<file path="src/rtl/codec_responder.sv">
// I2S slave codec: deserialises playback words, serialises record words; BCLK is sampled, never a clock.
// Playback word visible one CLK after its last bit's rise; no backpressure, record words are latched on word-select change.
module codec_responder #(
  parameter int WIDTH = 16
) (
  input  logic             CLK,
  input  logic             RESET,
  input  logic             BCLK,
  input  logic             PBLRC,
  input  logic             PBDAT,
  input  logic             RECLRC,
  output logic             RECDAT,
  output logic [WIDTH-1:0] PB_LEFT,
  output logic [WIDTH-1:0] PB_RIGHT,
  output logic             PB_VALID_LEFT,
  output logic             PB_VALID_RIGHT,
  input  logic [WIDTH-1:0] REC_LEFT,
  input  logic [WIDTH-1:0] REC_RIGHT,
  output logic             REC_TAKEN_LEFT,
  output logic             REC_TAKEN_RIGHT,
  output logic             FRAME_ERR
);

  localparam int CW = $clog2(WIDTH + 1);

  typedef enum logic [1:0] {RX_IDLE, RX_DELAY, RX_SHIFT, RX_DONE} rx_state_t;
  typedef enum logic [1:0] {TX_IDLE, TX_ARMED, TX_SHIFT, TX_DONE} tx_state_t;

  logic bclk_q, bclk_q2, pblrc_q, reclrc_q, pbdat_q;
  logic rise, fall;
  logic ref_vld, pb_ref, rec_ref;
  logic pb_change, rec_change;
  logic rx_err, tx_err;

  rx_state_t        rx_state;
  logic             rx_chan;
  logic [CW-1:0]    rx_cnt;
  logic [WIDTH-1:0] rx_shift;
  logic             rx_commit;

  tx_state_t        tx_state;
  logic [CW-1:0]    tx_cnt;
  logic [WIDTH-1:0] tx_shift;

  assign rise = bclk_q & ~bclk_q2;
  assign fall = ~bclk_q & bclk_q2;

  // The first rise after reset only establishes the word-select references.
  assign pb_change  = rise & ref_vld & (pblrc_q != pb_ref);
  assign rec_change = rise & ref_vld & (reclrc_q != rec_ref);

  assign rx_err = pb_change & ((rx_state == RX_DELAY) || (rx_state == RX_SHIFT));
  assign tx_err = rec_change & ((tx_state == TX_ARMED) ||
                                ((tx_state == TX_SHIFT) && (tx_cnt != CW'(WIDTH))));

  always_ff @(posedge CLK) begin
    if (RESET) begin
      bclk_q   <= 1'b0;
      bclk_q2  <= 1'b0;
      pblrc_q  <= 1'b0;
      reclrc_q <= 1'b0;
      pbdat_q  <= 1'b0;
      ref_vld  <= 1'b0;
      pb_ref   <= 1'b0;
      rec_ref  <= 1'b0;
    end else begin
      bclk_q   <= BCLK;
      bclk_q2  <= bclk_q;
      pblrc_q  <= PBLRC;
      reclrc_q <= RECLRC;
      pbdat_q  <= PBDAT;
      if (rise) begin
        ref_vld <= 1'b1;
        pb_ref  <= pblrc_q;
        rec_ref <= reclrc_q;
      end
    end
  end

  // The rise that reveals a word-select change carries the previous word's LSB
  // (the I2S delay slot), so data is shifted from the rise after it onwards.
  always_ff @(posedge CLK) begin
    if (RESET) begin
      rx_state       <= RX_IDLE;
      rx_chan        <= 1'b0;
      rx_cnt         <= '0;
      rx_shift       <= '0;
      rx_commit      <= 1'b0;
      PB_LEFT        <= '0;
      PB_RIGHT       <= '0;
      PB_VALID_LEFT  <= 1'b0;
      PB_VALID_RIGHT <= 1'b0;
    end else begin
      PB_VALID_LEFT  <= 1'b0;
      PB_VALID_RIGHT <= 1'b0;
      rx_commit      <= 1'b0;
      if (rx_commit) begin
        if (rx_chan) begin
          PB_RIGHT       <= rx_shift;
          PB_VALID_RIGHT <= 1'b1;
        end else begin
          PB_LEFT        <= rx_shift;
          PB_VALID_LEFT  <= 1'b1;
        end
      end
      if (pb_change) begin
        rx_state <= RX_DELAY;
        rx_chan  <= pblrc_q;
        rx_cnt   <= '0;
      end else if (rise) begin
        case (rx_state)
          RX_DELAY, RX_SHIFT: begin
            rx_shift <= {rx_shift[WIDTH-2:0], pbdat_q};
            rx_cnt   <= rx_cnt + CW'(1);
            if (rx_cnt == CW'(WIDTH - 1)) begin
              rx_state  <= RX_DONE;
              rx_commit <= 1'b1;
            end else begin
              rx_state <= RX_SHIFT;
            end
          end
          default: ;
        endcase
      end
    end
  end

  // tx_cnt counts bits already driven; at WIDTH the LSB is on the wire.
  always_ff @(posedge CLK) begin
    if (RESET) begin
      tx_state        <= TX_IDLE;
      tx_cnt          <= '0;
      tx_shift        <= '0;
      RECDAT          <= 1'b0;
      REC_TAKEN_LEFT  <= 1'b0;
      REC_TAKEN_RIGHT <= 1'b0;
    end else begin
      REC_TAKEN_LEFT  <= 1'b0;
      REC_TAKEN_RIGHT <= 1'b0;
      if (rec_change) begin
        tx_shift        <= reclrc_q ? REC_RIGHT : REC_LEFT;
        REC_TAKEN_LEFT  <= ~reclrc_q;
        REC_TAKEN_RIGHT <= reclrc_q;
        tx_state        <= TX_ARMED;
        tx_cnt          <= '0;
      end else if (fall) begin
        case (tx_state)
          TX_ARMED, TX_SHIFT: begin
            if (tx_cnt == CW'(WIDTH)) begin
              RECDAT   <= 1'b0;
              tx_state <= TX_DONE;
            end else begin
              RECDAT   <= tx_shift[WIDTH-1];
              tx_shift <= {tx_shift[WIDTH-2:0], 1'b0};
              tx_cnt   <= tx_cnt + CW'(1);
              tx_state <= TX_SHIFT;
            end
          end
          default: ;
        endcase
      end
    end
  end

  always_ff @(posedge CLK) begin
    if (RESET) begin
      FRAME_ERR <= 1'b0;
    end else begin
      FRAME_ERR <= rx_err | tx_err;
    end
  end

endmodule

</file>
<file path="config.mk">
export PLATFORM = sky130hd
export DESIGN_NAME = codec_responder
export DESIGN_NICKNAME = d
export VERILOG_FILES = /design/src/rtl/codec_responder.sv
export SDC_FILE = /design/constraint.sdc
export NUM_CORES = 1
export LEC_CHECK = 0
export CAP_MARGIN = 20
export CORE_ASPECT_RATIO = 0.9
export CORE_MARGIN = 2
export CORE_UTILIZATION = 25
export CTS_CLUSTER_SIZE = 16
export DETAILED_ROUTE_END_ITERATION = 10
export DONT_BUFFER_PORTS = 1
export GPL_TIMING_DRIVEN = 0
export PLACE_DENSITY = 0.37
export SYNTH_ARGS = -nofsm -noshare
export SYNTH_HDL_FRONTEND = slang
export SYNTH_SLANG_ARGS = --single-unit
</file>
<file path="constraint.sdc">
create_clock -name CLK -period 3.2 [get_ports CLK]
set_clock_uncertainty 0.05 [all_clocks]
set_input_delay 0.32 -clock CLK [delete_from_list [all_inputs] [get_ports CLK]]
set_output_delay 0.32 -clock CLK [all_outputs]
set_load 0.03 [all_outputs]
</file>
==> metrics.csv <==
metric;value;unit
end_kind;register;
grt_max_degree;16;
netlist_area;0.00389;mm2
setup-violations-final;0;
layout_common_cells;nand2_1, dfxtp_1, a21oi_1;
power.density;527;mW/mm2
clkSlewWorstSetupHoldPaths;0.07;ns
place.gp.congestion;0.735;
yosysTopAreaCell;dfxtp_1;
ant_nets;0;
hold_class;input pin to register;
cts_hold_buf;0;
clkSinkCount;94;
pwr-share-seq;0.506;
final_nets;498;
synth_edf_count;0;
synth_top_area_frac;0.484;
synth_fp_nets;487;
die_area;0.0166;mm2
synthArstFlopShare;0;
comb_power_share;0.036;
p_total;0.00234;W
crit_chain;inv_1 > ha_1 > nor3b_2 > a22oi_1 > a311o_1;
finish.utilization;0.290;
crit_path_max_fanout;9;
ys_types;46;
wire_per_inst;16.1;um
crit_family;compound AO/OA/AOI/OAI gates;
dp.cells;645;
synthTopCellsByArea;dfxtp_1, nand2_1, a21oi_1, mux2i_1, nor2b_1;
wirelength;10.6;mm
layout-drive-gt1-share;0.0675;
dp_hpwl;7.65;mm
max_stage_delay;0.53;ns
viasPerCell;4.74;
io_pins;76;
dr.first_iter.drc_count;153;
slew_headroom;0.364;
clk-insertion-delay-late;0.35;ns
core-area;0.0153;mm2
ys_warn_count;0;
io_buffer_count;0;
power.share.switching;0.234;
drt-met1-wl;5.42;mm
fmax;464;MHz
p_sw;0.000548;W
grt_pass1_vias;3023;
ys_seq_area_frac;0.484;
crit_arrival;2.35;ns
power.leakage;1.36;nW
critPathRequiredTime;3.40;ns
maxCapViolCount;0;
grt_pass1_wl;16.9;mm
cts_root_buffer;clkbuf_16;
cts_buffer_depth;2;
gr-usage-all-layers;0.135;
p_int;0.00179;W
final_common_cell;nand2_1;
cts_tree;built;
slew_violations;0;
synth_ff_type;dfxtp_1;
rsz0062_at_grt;false;
finalCritPeriodShare;0.673;
antenna_found_initial;1;
tightest_slew;0.944;ns
grt_overflow;0;
htreeDepth;3;
ys_ff_latch;94;
start_util;0.254;
clockPowerShare;0.459;
start_kind;register;
post_cts_buffers;0;
cp_slowest_cell;nor3b_2;
route.met3.wl;563;um
peakVddDrop;282;uV
vias;3138;
cts_made_buffers;9;
synthCells;443;
fin_crit;2.15;ns
tns;0;ns
crit_buf_inv;1;
hold_ws;0.0489;ns
stdcell_count;662;
syn_to_final_growth;14.1;%
worstSetupPathType;register to register;
firstDrtPassIters;4;
cts_repair_resize_count;0;
top_layer;met4;
hold_violations;0;
die_w;136;um
wl_met2;4.55;mm
status;finished, final reports clean;
syn_avg_cell_area;8.78;um2
num_rows;43;
drcViolationCount;0;
die_y;122;um
sequential cells by signal, indices dropped and copies added (netlist names), 2 cells and up:
signal,count
rx_shift,16
rx_cnt,5
tx_state,2
PB_RIGHT,16
rx_state,2
PB_LEFT,16
tx_shift,16
tx_cnt,5
worst paths after layout:
kind | start | depth (start not counted) | endpoint | slack, ns
setup / recovery | tx_state[0] | 5 | tx_shift[8] | 1.05
hold reg to reg | pbdat_q | 2 | rx_shift[0] | 0.40
hold / removal | PBLRC | 1 | pblrc_q | 0.05
setup reg to reg | tx_state[0] | 5 | tx_shift[8] | 1.05
routing by layer:
layer  GRT usage  vias to the layer above
met5           0                        -
met4      0.0391                        0
met3      0.0504                        8
met2       0.194                       58
met1       0.188                     1492
li1            -                     1580
through the flow:
stage / area (um2) / worst slack, ns
after global routing: 4440 / 0.805
after floorplan: 3890 / 1.40
after detailed placement: 4140 / 1.02
after CTS: 4440 / 1.01
after global placement: 4140 / 1.05
final: 4440 / 1.05
worst reg2reg max path, stage by stage (launching register included):
cell	delay (ns)
dfxtp_1	0.36
inv_1	0.05
ha_1	0.34
nor3b_2	0.53
a22oi_1	0.32
a311o_1	0.41
cells by family (layout without fill, tap and decap cells):
logic type | Yosys count | after routing | share of synthesized area
simple gates | 170 | 170 | 0.210
compound gates | 105 | 105 | 0.172
flops | 94 | 94 | 0.484
buf+inv | 41 | 57 | 0.0441
mux | 22 | 22 | 0.0576
fa+ha+maj | 6 | 6 | 0.0193
xor+xnor | 5 | 5 | 0.0132
other cells | 0 | 1 | 0
layout make-up:
type / count / area (um2)
fill: 1689 / 10900
sequential: 94 / 1880
multi-input combinational: 308 / 1840
clock buffer: 12 / 267
tap: 202 / 253
buffer: 34 / 145
clock inverter: 4 / 28.8
inverter: 7 / 26.3
antenna: 1 / 2.50
power groups by stage:
stage	Combinational [W]	Sequential, W	Clock, W
floorplan	0.0000587	0.00121	0
global placement	0.0000846	0.00121	0
detailed placement	0.0000859	0.00121	0
CTS	0.0000861	0.00118	0.00111
global route	0.0000943	0.00119	0.00115
finish	0.0000839	0.00118	0.00107
synthesized netlist by cell type (2+ instances only):
cell,count
nor4_1,3
a221o_1,2
clkbuf_1,27
o31ai_1,2
a31oi_1,5
o21ai_0,18
nor4b_1,2
mux2_2,3
o221ai_1,3
and3_1,2
or3_1,3
buf_2,5
nor2b_1,20
inv_1,7
nor2_1,8
nand3_1,22
dfxtp_1,94
a21oi_1,48
mux2i_1,19
nand4bb_1,2
a2111oi_0,9
xor2_1,3
nand3b_1,2
or4_1,2
a32o_1,2
a311oi_1,10
ha_1,6
nand2_1,96
No activity file was read; power rests on OpenSTA's default activity.
